[src/rtl/zeroriscy_dbus_arb.sv]
// Round-robin two-master arbiter for the OBI data bus in front of the SRAM data port.
// Keeps an in-order owner FIFO so each response is routed back to the master that issued it.
module zeroriscy_dbus_arb #(
    parameter int MAX_OUT = 2,
    parameter int AW      = 32
) (
    input  logic          clk,
    input  logic          rst_n,
    input  logic          m0_req,
    input  logic          m0_we,
    input  logic [3:0]    m0_be,
    input  logic [AW-1:0] m0_addr,
    input  logic [31:0]   m0_wdata,
    output logic          m0_gnt,
    output logic          m0_rvalid,
    output logic [31:0]   m0_rdata,
    output logic          m0_err,
    input  logic          m1_req,
    input  logic          m1_we,
    input  logic [3:0]    m1_be,
    input  logic [AW-1:0] m1_addr,
    input  logic [31:0]   m1_wdata,
    output logic          m1_gnt,
    output logic          m1_rvalid,
    output logic [31:0]   m1_rdata,
    output logic          m1_err,
    output logic          s_req,
    output logic          s_we,
    output logic [3:0]    s_be,
    output logic [AW-1:0] s_addr,
    output logic [31:0]   s_wdata,
    input  logic          s_gnt,
    input  logic          s_rvalid,
    input  logic [31:0]   s_rdata,
    input  logic          s_err,
    output logic          protocol_err
);

    localparam int CW = $clog2(MAX_OUT + 1);
    localparam int PW = (MAX_OUT > 1) ? $clog2(MAX_OUT) : 1;

    logic [CW-1:0]      count;
    logic [PW-1:0]      wr_ptr;
    logic [PW-1:0]      rd_ptr;
    logic [MAX_OUT-1:0] owner;
    logic               last;
    logic               lock;
    logic               lock_id;
    logic               err_q;

    logic sel_id;
    logic sel_req;
    logic not_full;
    logic hs;
    logic head;
    logic pop;
    logic orphan;

    function automatic logic [PW-1:0] ptr_inc(input logic [PW-1:0] p);
        return (p == PW'(MAX_OUT - 1)) ? '0 : p + PW'(1);
    endfunction

    // A locked master keeps the bus until its stalled request is accepted.
    always_comb begin
        sel_id = 1'b0;
        if (lock) begin
            sel_id = lock_id;
        end else if (m0_req && m1_req) begin
            sel_id = ~last;
        end else if (m1_req) begin
            sel_id = 1'b1;
        end
    end

    assign sel_req  = sel_id ? m1_req : m0_req;
    assign not_full = (count < CW'(MAX_OUT));
    assign s_req    = rst_n & sel_req & not_full;
    assign s_we     = sel_id ? m1_we    : m0_we;
    assign s_be     = sel_id ? m1_be    : m0_be;
    assign s_addr   = sel_id ? m1_addr  : m0_addr;
    assign s_wdata  = sel_id ? m1_wdata : m0_wdata;

    assign hs     = s_req & s_gnt;
    assign m0_gnt = hs & ~sel_id;
    assign m1_gnt = hs & sel_id;

    assign head      = owner[rd_ptr];
    assign pop       = s_rvalid & (count != '0);
    assign orphan    = s_rvalid & (count == '0);
    assign m0_rvalid = rst_n & pop & ~head;
    assign m1_rvalid = rst_n & pop & head;
    assign m0_rdata  = s_rdata;
    assign m1_rdata  = s_rdata;
    assign m0_err    = s_err;
    assign m1_err    = s_err;

    assign protocol_err = err_q;

    always_ff @(posedge clk or negedge rst_n) begin
        if (!rst_n) begin
            count   <= '0;
            wr_ptr  <= '0;
            rd_ptr  <= '0;
            owner   <= '0;
            last    <= 1'b1;
            lock    <= 1'b0;
            lock_id <= 1'b0;
            err_q   <= 1'b0;
        end else begin
            if (hs) begin
                owner[wr_ptr] <= sel_id;
                wr_ptr        <= ptr_inc(wr_ptr);
                last          <= sel_id;
            end
            if (pop) begin
                rd_ptr <= ptr_inc(rd_ptr);
            end
            case ({hs, pop})
                2'b10:   count <= count + CW'(1);
                2'b01:   count <= count - CW'(1);
                default: count <= count;
            endcase
            lock <= s_req & ~s_gnt;
            if (s_req && !s_gnt) begin
                lock_id <= sel_id;
            end
            if (orphan) begin
                err_q <= 1'b1;
            end
        end
    end

endmodule
[config.mk]
export PLATFORM = sky130hd
export DESIGN_NAME = zeroriscy_dbus_arb
export DESIGN_NICKNAME = d
export VERILOG_FILES = /design/src/rtl/zeroriscy_dbus_arb.sv
export SDC_FILE = /design/constraint.sdc
export NUM_CORES = 1
export LEC_CHECK = 0
export ABC_CLOCK_PERIOD_IN_PS = 2050
export CAP_MARGIN = 15
export CELL_PAD_IN_SITES_DETAIL_PLACEMENT = 1
export CELL_PAD_IN_SITES_GLOBAL_PLACEMENT = 2
export CORE_MARGIN = 5
export CORE_UTILIZATION = 10
export CTS_CLUSTER_DIAMETER = 40
export DETAILED_ROUTE_END_ITERATION = 8
export PLACE_DENSITY = 0.95
export SYNTH_ARGS = -nofsm -noshare
export SYNTH_HDL_FRONTEND = slang
export SYNTH_SLANG_ARGS = --single-unit
[constraint.sdc]
create_clock -name clk -period 2.05 [get_ports clk]
set_clock_uncertainty 0.05 [all_clocks]
set_input_delay 0.3075 -clock clk [delete_from_list [all_inputs] [get_ports clk]]
set_output_delay 0.3075 -clock clk [all_outputs]
set_load 0.05 [all_outputs]
==> impl_metrics.json, run 1 <==
{
  "dpl_cell_area_mm2": 0.00376,
  "clkPwrFrac_pct": 9.9,
  "synth_nets": 366,
  "dieArea_mm2": 0.0213,
  "synthTopCellsByArea": "mux2_2 (44%), buf_4 (27%), dfrtp_1 (12%)",
  "period_needed_ps": 2260,
  "yosysTopAreaCell": "mux2_2",
  "async_flop_share_pct": 100,
  "crit_family": "buffers and inverters",
  "nNetsFinal": 536,
  "violations": "setup timing",
  "total_power_mw": 3.90,
  "crit_required_ps": 1690,
  "h-tree-depth": 1,
  "grt_pass1_vias": 2485,
  "utilization_pct": 24.7,
  "ys.warnings.count": 0,
  "antenna_left": 0,
  "via_per_inst": 3.54,
  "comb_power_share_pct": 80.6,
  "setup_slack_ps": -214,
  "port_buffers": 218,
  "dp.cells": 572,
  "core_mm2": 0.0181,
  "syn_avg_cell_area_um2": 9.81,
  "crit_path_end_kind": "output port",
  "layout_common_cells": "clkdlybuf4s50_1 (142), buf_6 (59), mux2_4 (40), mux2_2 (32), buf_8 (14)",
  "fp.dieH_um": 146,
  "r2r_slack_ps": 210,
  "clkTransAtPathRegs_ps": 40,
  "route.detailed.drc": 0,
  "synth_ff_type": "dfrtp_1",
  "worst_r2r_endpoint": "count[1]$_DFFE_PN0P_",
  "worstPathCellList": "nand2_2 > a22oi_2 > buf_6 > buf_4 > buf_16 > mux2_2 > buf_6",
  "place.gp.congestion": 0.760,
  "hold_class": "in2async",
  "rsz0062_at_grt": "yes",
  "drive_gt1_share_pct": 49.6,
  "path_buf_inv": 4,
  "power_frac_seq_pct": 9.6,
  "power_density_mw_per_mm2": 873,
  "synth.top_cell.area_share_pct": 44.0,
  "ioPinCount": 318,
  "initial_core_util_pct": 10.2,
  "final_common_cell": "clkdlybuf4s50_1",
  "gr-usage-all-layers_pct": 8.60,
  "num_vias": 2077,
  "min_period_over_period_pct": 110,
  "syn_area_mm2": 0.00184,
  "clock.fmax_mhz": 442,
  "grt_max_degree": 26,
  "antenna_found_initial": 0,
  "postCtsHoldBufs": 0,
  "crit_fanout": 6,
  "cts_sinks": 10,
  "critPathLaunchType": "flop",
  "crit_arrival_ps": 1910,
  "synth_edf_count": 0,
  "dp_hpwl_um": 7920,
  "yosysSeqAreaShare_pct": 13.6,
  "final_cells": 586,
  "grt_pass1_wl_um": 14400,
  "drtIter0Drc": 20,
  "critPathMaxStageDelay_ps": 530,
  "wirelength_um": 10100,
  "cellLeakagePower_nw": 1.93,
  "synth_cells": 188,
  "timing_worst_setup_path_type": "reg2out",
  "reg2reg_from": "lock_id$_DFFE_PN0P_",
  "ff2ff_path_depth": 6,
  "synthDistinctLibCells": 27,
  "design_area_mm2": 0.00447,
  "clockBufferDepth": 2,
  "maxSlewHeadroom_pct": 65.3,
  "p_sw_share_pct": 46.3,
  "setup_viol": 69,
  "crit_path_top_delay_cell": "dfstp_2",
  "switchingPower_mw": 1.81,
  "hold_viol_final": 0,
  "diodes": 0,
  "wl_per_cell_um": 17.3,
  "areaGrowthSynthToFinish_pct": 142,
  "final_max_slew_viol_count": 0,
  "drt-pass1-iter-count": 4,
  "dieWidth_um": 146,
  "grt_overflow_total": 0,
  "status": "complete, but fails checks",
  "max-vdd-ir-drop_mv": 0.358,
  "num_rows": 49,
  "worst_pin_slew_ps": 519,
  "maxCapViolCount": 0,
  "cts_root_buffer": "clkbuf_16",
  "ys_ff_latch": 10,
  "clk_latency_ps": 240,
  "cp_common_cell": "buf_6",
  "cts_tree": "yes",
  "p_int_mw": 2.10,
  "cts_buffers": 3
}
## worst max-delay path by stage
| stage | start | end | slack, ps | cells past startpoint |
|---|---|---|---|---|
| 2_1_floorplan | lock_id$_DFFE_PN0P_ | m0_gnt | 90 | 3 |
| 4_1_cts | last$_DFFE_PN1N_ | s_wdata[30] | -260 | 7 |
| 6_report | last$_DFFE_PN1N_ | s_wdata[26] | -210 | 7 |
| 3_3_place_gp | m0_req | s_addr[9] | -360 | 6 |
| 3_5_place_dp | m0_req | s_addr[18] | -390 | 6 |
| 5_1_grt | last$_DFFE_PN1N_ | s_wdata[5] | -280 | 7 |
## power by group through the flow
stage | logic, mW | clock network [mW] | registers, mW
6_report | 3.14 | 0.385 | 0.374
5_1_grt | 3.27 | 0.407 | 0.385
4_1_cts | 3.10 | 0.394 | 0.375
3_5_place_dp | 2.57 | 0 | 0.373
3_3_place_gp | 2.52 | 0 | 0.364
2_1_floorplan | 1.98 | 0 | 0.353
## kinds of logic after synthesis
group | count (synthesis) | synth area share (%)
flip-flops | 10 | 13.6
buffers and inverters | 75 | 29.2
AND/OR/NAND/NOR | 13 | 4.00
AO/OA/AOI/OAI | 10 | 5.02
XOR/XNOR | 5 | 2.37
adder cells (fa/ha/maj) | 1 | 0.678
multiplexers | 74 | 45.1
## per-stage QoR
step	setup slack (ps)	hold slack, ps	TNS [ps]
finish	-214	356	-11810
global route	-276	390	-16380
CTS	-258	363	-14570
detailed placement	-392	398	-23120
global placement	-357	392	-20390
floorplan	85.8	-38.1	0
## Yosys cell counts (2+ instances only)
master / n
nand2_1: 2
dfrtp_1: 9
nor2b_1: 2
buf_4: 66
mux2_2: 72
buf_2: 7
o211ai_1: 2
xor2_1: 2
inv_1: 2
nor2_1: 5
xnor2_1: 3
## cell type report
cell class	count	area, um^2
Fill cell	2020	13600
Timing Repair Buffer	238	2620
Multi-Input combinational cell	103	1220
Tap cell	229	287
Sequential cell	10	251
Clock buffer	4	88.8
Inverter	2	7.51
## per-layer routing
metal,vias to the layer above,track usage (%),part of all wire [%]
li1,928,-,-
met1,961,7.84,31
met2,141,17.1,54
met3,47,2.30,9.8
met4,0,4.56,4.8
met5,-,0,0
## registers in the layout (all words and copies together) (netlist names)
signal        count
count             2
last              1
lock              1
lock_id           1
owner             2
protocol_err      1
rd_ptr            1
wr_ptr            1
## what timing repair did
action / in CTS / in global routing
gates cloned: 4 / 0
gates resized for setup: 101 / 38
setup buffers: 7 / 1
pin swaps: 2 / 1
setup endpoints to repair: 71 / 72
No activity file was read; power rests on OpenSTA's default activity.
==> run 2, diff against run 1 <==
- SKIP_CTS_REPAIR_TIMING: unset -> 1
==> run 2 against run 1 <==
Effect of this change: the flow still finishes with violations (setup timing); wire length is 0.19% lower; worst setup slack worse by 17 ps; count of clock-buffer cells in the layout stayed put; critical path type unchanged; highest routed layer unchanged.
==> impl_metrics.json, run 2 (same netlist as run 1, synthesis figures left out) <==
{
  "status": "complete, but fails checks",
  "violations": "setup timing",
  "worstPathCellList": "nand2_2 > a22oi_2 > buf_12 > buf_6 > mux2_2 > buf_4",
  "clockBufferDepth": 2,
  "dp.cells": 572,
  "areaGrowthSynthToFinish_pct": 137,
  "critPathMaxStageDelay_ps": 540,
  "initial_core_util_pct": 10.2,
  "core_mm2": 0.0181,
  "wl_per_cell_um": 17.3,
  "min_period_over_period_pct": 111,
  "antenna_found_initial": 0,
  "drt-pass1-iter-count": 4,
  "cellLeakagePower_nw": 1.83,
  "setup_viol": 70,
  "r2r_slack_ps": 190,
  "fillers": 2031,
  "path_buf_inv": 3,
  "max-vdd-ir-drop_mv": 0.427,
  "use_met1_pct": 6.82,
  "clock.fmax_mhz": 438,
  "worst_pin_slew_ps": 515,
  "antenna_left": 0,
  "crit_family": "flip-flops",
  "h-tree-depth": 1,
  "cts_tree": "yes",
  "worst_r2r_endpoint": "count[1]$_DFFE_PN0P_",
  "final_common_cell": "clkdlybuf4s50_1",
  "crit_arrival_ps": 1920,
  "timing_worst_setup_path_type": "reg2out",
  "final_cells": 585,
  "hold_class": "in2async",
  "design_area_mm2": 0.00437,
  "ff2ff_path_depth": 6,
  "drive_gt1_share_pct": 50.3,
  "use_met3_pct": 2.15,
  "route.detailed.drc": 0,
  "grt_max_degree": 46,
  "dp_hpwl_um": 7920,
  "fp.dieH_um": 146,
  "cts_sinks": 10,
  "maxSlewHeadroom_pct": 65.5,
  "dieWidth_um": 146,
  "utilization_pct": 24.1,
  "wirelength_um": 10100,
  "critPathLaunchType": "flop",
  "crit_path_end_kind": "output port",
  "met2_usage_pct": 14.8,
  "grt_overflow_total": 0,
  "whs_ps": 358,
  "period_needed_ps": 2280,
  "dieArea_mm2": 0.0213,
  "grt_pass1_wl_um": 12900,
  "total_power_mw": 3.80,
  "place.gp.congestion": 0.760,
  "crit_path_top_delay_cell": "dfstp_2",
  "cts_root_buffer": "clkbuf_16",
  "diodes": 0,
  "rsz0062_at_grt": "yes",
  "layout_common_cells": "clkdlybuf4s50_1 (142), mux2_2 (53), buf_6 (43), buf_4 (26), mux2_4 (19)",
  "ioPinCount": 318,
  "nNetsFinal": 535,
  "hold_viol_final": 0,
  "top_regs": "count x2, owner x2",
  "clk_latency_ps": 240,
  "top_usage_layer": "met2",
  "num_rows": 49,
  "via_per_inst": 3.56,
  "crit_fanout": 8,
  "gr-usage-all-layers_pct": 7.54,
  "cts_buffers": 3,
  "power_density_mw_per_mm2": 871,
  "grt_pass1_vias": 2351,
  "crit_required_ps": 1690,
  "maxCapViolCount": 0,
  "num_vias": 2081,
  "setup_slack_ps": -231,
  "clkTransAtPathRegs_ps": 40,
  "reg2reg_from": "lock_id$_DFFE_PN0P_",
  "port_buffers": 218,
  "dpl_cell_area_mm2": 0.00376,
  "final_max_slew_viol_count": 0,
  "drtIter0Drc": 11
}
-- run 2: layer usage --
layer,wire [um],part of all wire [%],vias up
li1,-,-,929
met5,0,0,-
met1,3060,30,958
met3,1010,10,49
met2,5530,55,145
met4,509,5.0,0
-- run 2: worst max path at each step --
stage,slack (ps),from,to,cells after the start
global placement,-360,m0_req,s_addr[9],6
detailed placement,-390,m0_req,s_addr[18],6
floorplan,90,lock_id$_DFFE_PN0P_,m0_gnt,3
global route,-280,last$_DFFE_PN1N_,s_wdata[29],6
CTS,-400,m0_req,s_addr[18],6
finish,-230,last$_DFFE_PN1N_,s_wdata[29],6
-- run 2: stage by stage --
stage / setup WS [ps] / TNS (ps)
after floorplan: 85.8 / 0
after global placement: -357 / -20390
after detailed placement: -392 / -23120
after CTS: -398 / -23470
after global routing: -283 / -17040
final: -231 / -13020
-- run 2: area by class of cell --
cell class | count | area, um^2 | share of cell area, %
Clock buffer | 4 | 88.8 | 2.03
Timing Repair Buffer | 237 | 2570 | 58.8
Multi-Input combinational cell | 103 | 1160 | 26.7
Tap cell | 229 | 287 | 6.56
Sequential cell | 10 | 253 | 5.79
Inverter | 2 | 7.51 | 0.172
-- run 2: power by group --
group,switching [mW],total (mW),internal (mW)
logic,1.61,3.04,1.43
registers,0.0862,0.377,0.291
clock network,0.0918,0.385,0.293
